--- src/rtl/pipe_mem_lsu.sv ---
// Memory-stage load/store unit: runs data accesses over a req/ack bus, aligns
// and extends load data, stalls upstream while busy and registers results to WB.
module pipe_mem_lsu #(
  parameter int TIMEOUT = 255
) (
  input  logic        clk,
  input  logic        rst,
  input  logic        reg_wr_M,
  input  logic        mem_wr_M,
  input  logic        mem_rd_M,
  input  logic [2:0]  mem_mask_M,
  input  logic [1:0]  sel_wb_M,
  input  logic [31:0] alu_o_M,
  input  logic [31:0] wr_data_M,
  input  logic [4:0]  rd_M,
  input  logic [31:0] PC4_M,
  output logic        stall_mem,
  output logic        dmem_req,
  output logic        dmem_we,
  output logic [31:0] dmem_addr,
  output logic [3:0]  dmem_be,
  output logic [31:0] dmem_wdata,
  input  logic        dmem_ack,
  input  logic [31:0] dmem_rdata,
  output logic        reg_wr_W,
  output logic [1:0]  sel_wb_W,
  output logic [4:0]  rd_W,
  output logic [31:0] alu_o_W,
  output logic [31:0] PC4_W,
  output logic [31:0] rdata_W,
  output logic        misalign_o,
  output logic        bus_err_o
);

  localparam int CNT_W = $clog2(TIMEOUT + 1);

  typedef enum logic [1:0] {IDLE = 2'd0, REQ = 2'd1, RESP = 2'd2} state_t;

  function automatic logic bad_access(input logic [2:0] mask, input logic [1:0] off);
    case (mask)
      3'b000:  return 1'b0;
      3'b001:  return off[0];
      3'b010:  return (off != 2'b00);
      3'b100:  return 1'b0;
      3'b101:  return off[0];
      default: return 1'b1;
    endcase
  endfunction

  function automatic logic [3:0] lane_be(input logic [1:0] sz, input logic [1:0] off);
    case (sz)
      2'b00:   return 4'b0001 << off;
      2'b01:   return 4'b0011 << off;
      default: return 4'b1111;
    endcase
  endfunction

  function automatic logic [31:0] lane_wdata(input logic [1:0] sz, input logic [31:0] wd);
    case (sz)
      2'b00:   return {4{wd[7:0]}};
      2'b01:   return {2{wd[15:0]}};
      default: return wd;
    endcase
  endfunction

  // Shift the addressed lane down to bit 0, then sign- or zero-extend it.
  function automatic logic [31:0] load_extract(input logic [2:0] mask, input logic [1:0] off,
                                               input logic [31:0] word);
    logic [31:0] sh;
    sh = word >> {off, 3'b000};
    case (mask)
      3'b000:  return {{24{sh[7]}}, sh[7:0]};
      3'b001:  return {{16{sh[15]}}, sh[15:0]};
      3'b100:  return {24'h000000, sh[7:0]};
      3'b101:  return {16'h0000, sh[15:0]};
      default: return word;
    endcase
  endfunction

  state_t      state_q, state_d;
  logic [CNT_W-1:0] cnt_q, cnt_d;
  logic        req_q, req_d, we_q, we_d, load_q, load_d, err_q, err_d;
  logic [31:0] addr_q, addr_d, wdata_q, wdata_d, alu_q, alu_d, pc4_q, pc4_d, rdata_q, rdata_d;
  logic [3:0]  be_q, be_d;
  logic [2:0]  mask_q, mask_d;
  logic [1:0]  off_q, off_d, sel_q, sel_d;
  logic [4:0]  rd_q, rd_d;
  logic        reg_wr_q, reg_wr_d;
  logic        reg_wr_w_q, reg_wr_w_d, misalign_q, misalign_d, bus_err_q, bus_err_d;
  logic [1:0]  sel_w_q, sel_w_d;
  logic [4:0]  rd_w_q, rd_w_d;
  logic [31:0] alu_w_q, alu_w_d, pc4_w_q, pc4_w_d, rdata_w_q, rdata_w_d;
  logic        mem_op_s, bad_s, stall_s;

  assign mem_op_s = mem_rd_M | mem_wr_M;
  assign bad_s    = bad_access(mem_mask_M, alu_o_M[1:0]);

  // Next-state, bus latch and writeback computation.
  always_comb begin
    state_d    = state_q;
    cnt_d      = cnt_q;
    req_d      = req_q;
    we_d       = we_q;
    load_d     = load_q;
    err_d      = err_q;
    addr_d     = addr_q;
    wdata_d    = wdata_q;
    be_d       = be_q;
    mask_d     = mask_q;
    off_d      = off_q;
    alu_d      = alu_q;
    pc4_d      = pc4_q;
    rdata_d    = rdata_q;
    sel_d      = sel_q;
    rd_d       = rd_q;
    reg_wr_d   = reg_wr_q;
    reg_wr_w_d = reg_wr_w_q;
    sel_w_d    = sel_w_q;
    rd_w_d     = rd_w_q;
    alu_w_d    = alu_w_q;
    pc4_w_d    = pc4_w_q;
    rdata_w_d  = rdata_w_q;
    misalign_d = 1'b0;
    bus_err_d  = 1'b0;
    stall_s    = 1'b0;
    case (state_q)
      IDLE: begin
        if (mem_op_s && !bad_s) begin
          stall_s    = 1'b1;
          req_d      = 1'b1;
          we_d       = mem_wr_M;
          load_d     = ~mem_wr_M;
          err_d      = 1'b0;
          cnt_d      = '0;
          addr_d     = {alu_o_M[31:2], 2'b00};
          be_d       = lane_be(mem_mask_M[1:0], alu_o_M[1:0]);
          wdata_d    = lane_wdata(mem_mask_M[1:0], wr_data_M);
          mask_d     = mem_mask_M;
          off_d      = alu_o_M[1:0];
          alu_d      = alu_o_M;
          pc4_d      = PC4_M;
          sel_d      = sel_wb_M;
          rd_d       = rd_M;
          reg_wr_d   = reg_wr_M;
          rdata_d    = 32'h0000_0000;
          reg_wr_w_d = 1'b0;
          sel_w_d    = 2'b00;
          rd_w_d     = 5'd0;
          alu_w_d    = 32'h0000_0000;
          pc4_w_d    = 32'h0000_0000;
          rdata_w_d  = 32'h0000_0000;
          state_d    = REQ;
        end else begin
          // Misaligned/illegal accesses flow through as a non-writing instruction.
          reg_wr_w_d = reg_wr_M & ~mem_op_s;
          sel_w_d    = sel_wb_M;
          rd_w_d     = rd_M;
          alu_w_d    = alu_o_M;
          pc4_w_d    = PC4_M;
          rdata_w_d  = 32'h0000_0000;
          misalign_d = mem_op_s;
        end
      end
      REQ: begin
        stall_s = 1'b1;
        if (dmem_ack) begin
          rdata_d = load_extract(mask_q, off_q, dmem_rdata);
          req_d   = 1'b0;
          state_d = RESP;
        end else if (cnt_q == CNT_W'(TIMEOUT - 1)) begin
          req_d     = 1'b0;
          err_d     = 1'b1;
          bus_err_d = 1'b1;
          state_d   = RESP;
        end else begin
          cnt_d = cnt_q + CNT_W'(1);
        end
      end
      RESP: begin
        reg_wr_w_d = reg_wr_q & ~err_q;
        sel_w_d    = sel_q;
        rd_w_d     = rd_q;
        alu_w_d    = alu_q;
        pc4_w_d    = pc4_q;
        rdata_w_d  = (err_q || !load_q) ? 32'h0000_0000 : rdata_q;
        state_d    = IDLE;
      end
      default: begin
        req_d   = 1'b0;
        state_d = IDLE;
      end
    endcase
  end

  // State, bus and writeback registers.
  always_ff @(posedge clk or negedge rst) begin
    if (!rst) begin
      state_q    <= IDLE;
      cnt_q      <= '0;
      req_q      <= 1'b0;
      we_q       <= 1'b0;
      load_q     <= 1'b0;
      err_q      <= 1'b0;
      addr_q     <= 32'h0000_0000;
      wdata_q    <= 32'h0000_0000;
      be_q       <= 4'b0000;
      mask_q     <= 3'b000;
      off_q      <= 2'b00;
      alu_q      <= 32'h0000_0000;
      pc4_q      <= 32'h0000_0000;
      rdata_q    <= 32'h0000_0000;
      sel_q      <= 2'b00;
      rd_q       <= 5'd0;
      reg_wr_q   <= 1'b0;
      reg_wr_w_q <= 1'b0;
      sel_w_q    <= 2'b00;
      rd_w_q     <= 5'd0;
      alu_w_q    <= 32'h0000_0000;
      pc4_w_q    <= 32'h0000_0000;
      rdata_w_q  <= 32'h0000_0000;
      misalign_q <= 1'b0;
      bus_err_q  <= 1'b0;
    end else begin
      state_q    <= state_d;
      cnt_q      <= cnt_d;
      req_q      <= req_d;
      we_q       <= we_d;
      load_q     <= load_d;
      err_q      <= err_d;
      addr_q     <= addr_d;
      wdata_q    <= wdata_d;
      be_q       <= be_d;
      mask_q     <= mask_d;
      off_q      <= off_d;
      alu_q      <= alu_d;
      pc4_q      <= pc4_d;
      rdata_q    <= rdata_d;
      sel_q      <= sel_d;
      rd_q       <= rd_d;
      reg_wr_q   <= reg_wr_d;
      reg_wr_w_q <= reg_wr_w_d;
      sel_w_q    <= sel_w_d;
      rd_w_q     <= rd_w_d;
      alu_w_q    <= alu_w_d;
      pc4_w_q    <= pc4_w_d;
      rdata_w_q  <= rdata_w_d;
      misalign_q <= misalign_d;
      bus_err_q  <= bus_err_d;
    end
  end

  // Stall is combinational but must read 0 while reset is held.
  assign stall_mem  = rst & stall_s;
  assign dmem_req   = req_q;
  assign dmem_we    = we_q;
  assign dmem_addr  = addr_q;
  assign dmem_be    = be_q;
  assign dmem_wdata = wdata_q;
  assign reg_wr_W   = reg_wr_w_q;
  assign sel_wb_W   = sel_w_q;
  assign rd_W       = rd_w_q;
  assign alu_o_W    = alu_w_q;
  assign PC4_W      = pc4_w_q;
  assign rdata_W    = rdata_w_q;
  assign misalign_o = misalign_q;
  assign bus_err_o  = bus_err_q;

endmodule

--- config.mk ---
export PLATFORM = sky130hd
export DESIGN_NAME = pipe_mem_lsu
export DESIGN_NICKNAME = d
export VERILOG_FILES = /design/src/rtl/pipe_mem_lsu.sv
export SDC_FILE = /design/constraint.sdc
export NUM_CORES = 1
export LEC_CHECK = 0
export ABC_AREA = 1
export CORE_ASPECT_RATIO = 0.5
export CORE_MARGIN = 1
export CORE_UTILIZATION = 29
export CTS_CLUSTER_SIZE = 28
export DETAILED_ROUTE_END_ITERATION = 12
export PLACE_DENSITY_LB_ADDON = 0.05
export SYNTH_ARGS = -nofsm -noshare
export SYNTH_HDL_FRONTEND = slang
export SYNTH_SLANG_ARGS = --single-unit
--- constraint.sdc ---
create_clock -name clk -period 4.1 [get_ports clk]
set_input_delay 1.23 -clock clk [delete_from_list [all_inputs] [get_ports clk]]
set_output_delay 1.23 -clock clk [all_outputs]
set_load 0.05 [all_outputs]
==> flow_metrics.tcl, run 1 <==
set metrics [dict create \
    status "complete, but fails checks" \
    violations "design-rule violations" \
    cts_tree "built" \
    p_per_area_nw_per_um2 816 \
    ys_types 32 \
    critical_path.top_delay_family "buffers and inverters" \
    max_freq_ghz 0.262 \
    antenna_left 0 \
    h-tree-depth 1 \
    io_pins 321 \
    worst-path-stages 6 \
    crit_chain "clkdlybuf4s50_1, nor2_2, nand2_1, nand3_4, a21boi_1, buf_12" \
    fin_crit_ns 3.82 \
    grt_usage 0.182 \
    regToRegSetupSlack_ns 1.64 \
    cts_buffer_depth 3 \
    hold_viol_final 0 \
    maxSlewViolCount 0 \
    leakage_nw 7.60 \
    syn_area_per_cell_um2 8.02 \
    wl_per_cell_um 16.6 \
    min_to "rdata_q[3]" \
    hpwl_um 25400 \
    yosys_warnings 0 \
    cp_slowest_cell "clkdlybuf4s50_1" \
    first_global_vias 10300 \
    clock_latency_ns 0.54 \
    postCtsHoldBufs 0 \
    rsz0062_at_grt "false" \
    worst-path-max-fanout 4 \
    yosysSeqAreaShare 0.553 \
    clock_sinks 263 \
    drt-pass1-iter-count 9 \
    syn-cell-area_um2 11900 \
    drt_iter0_drc 600 \
    async_reset_ff_frac 1.00 \
    synth_top_flop_cell "dfrtp_1" \
    die-area_um2 41900 \
    grt_antenna_before_repair 0 \
    startpoint_type "primary input" \
    tightestPinTransition_ns 1.17 \
    min_period_over_period 0.932 \
    synthToLayoutAreaGrowth_pct 35.1 \
    grt_first_pass_wirelength_um 60000 \
    grt_remaining_overflow 0 \
    hold_depth 2 \
    post_cts_buffers 0 \
    setup_tns_ns 0 \
    arrival_ns 2.59 \
    start_util 0.294 \
    root_buffer "clkbuf_16" \
    dieWidth_um 288 \
    io_buffers 318 \
    place_congestion 0.841 \
    rows 52 \
    worst_ir_drop_vdd_mv 0.310 \
    path_class "primary input to primary output" \
    skew_ns 0.00952 \
    ys_ff_latch 263 \
    fp.dieH_um 145 \
    drv_cap 0 \
    cts_made_buffers 27 \
    synth-edff-count 0 \
    crit_buf_inv 2 \
    fin_util 0.398 \
    worstRegToRegCells 8 \
    totalWireLength_um 38000 \
    final_nets 1883 \
    drc 11 \
    n_fill_cell 4128 \
    vias 10400 \
    critPathMaxStageDelay_ns 0.56 \
    clkTransAtPathRegs_ns 0.06 \
    grt_start_max_net_pins 153 \
    relSlewSlack 0.217 \
    hp-class "flip-flop to flip-flop" \
    core_um2 40400 \
    final_layout_size_suffix_gt1_frac 0.0445 \
    rr_startpoint "state_q[0]" \
    postSynthCellCount 1482 \
    cp.required_ns 2.87 \
    diodes 0 \
    cp-startpoint "mem_mask_M[1]" \
    r2r_end "pc4_q[29]" \
    setup-violations-final 0 \
    avgViaCountPerCell 4.54 \
    end_kind "primary output" \
    worst_hold_startpoint "rdata_q[3]" \
    ctsResizeCount 0 \
]
## final cells by class
class	count	area, um2	area share
Sequential cell	263	6590	0.410
Clock buffer	42	802	0.0499
Multi-Input combinational cell	1039	4380	0.273
Timing Repair Buffer	334	3340	0.208
Tap cell	540	676	0.0421
Inverter	72	273	0.0170
Clock inverter	1	5.00	0.000312
## kinds of logic after synthesis
logic type               count (synthesis)  synth area share
flip-flops                             263             0.553
buffers and inverters                  181            0.0793
AO/OA/AOI/OAI                          154            0.0660
XOR/XNOR                                 5           0.00368
other                                    1          0.000315
adder cells (fa/ha/maj)                  2           0.00210
AND/OR/NAND/NOR                        876             0.295
## synth_stat cells (2+ instances only)
cell	count	area, um2
dfrtp_1	263	6580
nand2_2	6	37.5
nor2_4	2	22.5
a21boi_0	2	15.0
xnor2_1	4	35.0
buf_6	11	124
nand3_2	2	20.0
buf_2	25	125
nand2_1	683	2560
inv_1	64	240
inv_2	7	26.3
nor2_1	58	218
o21ai_1	9	45.0
clkbuf_1	32	120
ha_1	2	25.0
nor2_2	2	12.5
a21oi_1	45	225
o21ai_0	95	475
buf_4	39	293
nand4_1	6	37.5
nand3_1	114	571
## sequential cells by signal (all words and copies together), names as in the netlist, 8 cells and up
register    count
dmem_wdata     32
alu_o_W        32
alu_q          32
rdata_q        32
PC4_W          32
rdata_W        32
pc4_q          32
cnt_q           8
## power by group
part / internal [W] / switching, W / total [W]
combinational: 0.00197 / 0.00450 / 0.00648
sequential: 0.00358 / 0.000692 / 0.00428
clock: 0.00132 / 0.00103 / 0.00236
## worst max-delay path by stage
stage | endpoint | slack [ns]
after global routing | stall_mem | 0.21
after floorplan | stall_mem | 0.29
after CTS | stall_mem | 0.26
after detailed placement | stall_mem | 0.26
after global placement | stall_mem | 0.30
final | stall_mem | 0.28
## cell usage in the layout (no fill, tap or decap), drive strengths merged, types with 4 or more instances in the layout
cell type	instances
nand2	689
clkdlybuf4s50	316
dfrtp	263
nand3	117
o21ai	104
inv	72
nor2	62
a21oi	46
clkbuf	42
buf	18
nand4	6
xnor2	4
## metrics by stage
step	cell area, um2	std cells	power, W	hold WS, ns	setup slack (ns)
final	16100	2291	0.0131	0.478	0.280
after global routing	16100	2291	0.0139	0.497	0.211
after CTS	16100	2291	0.0133	0.482	0.256
after detailed placement	15300	2248	0.0109	0.465	0.263
after global placement	15300	2248	0.0108	0.462	0.296
after floorplan	11900	1483	0.00873	0.442	0.292
## routing by layer
layer  part of all wire  track usage  vias up
met5                  0            0        -
met4              0.019       0.0360        0
met3              0.042       0.0272       45
met2               0.50        0.314      231
met1               0.44        0.240     5000
li1                   -            -     5120
## tightest hold or removal path, cell delays in order (launching register included)
cell,delay (ns)
dfrtp_1,0.34
nand2_1,0.05
nand2_1,0.05
(Power assumes the default switching activity.)
==> run 2, diff against run 1 <==
CAP_MARGIN = 10   (was unset)
==> results of run 2 <==
The final DEF is identical to that of run 1; final timing and power are the same.
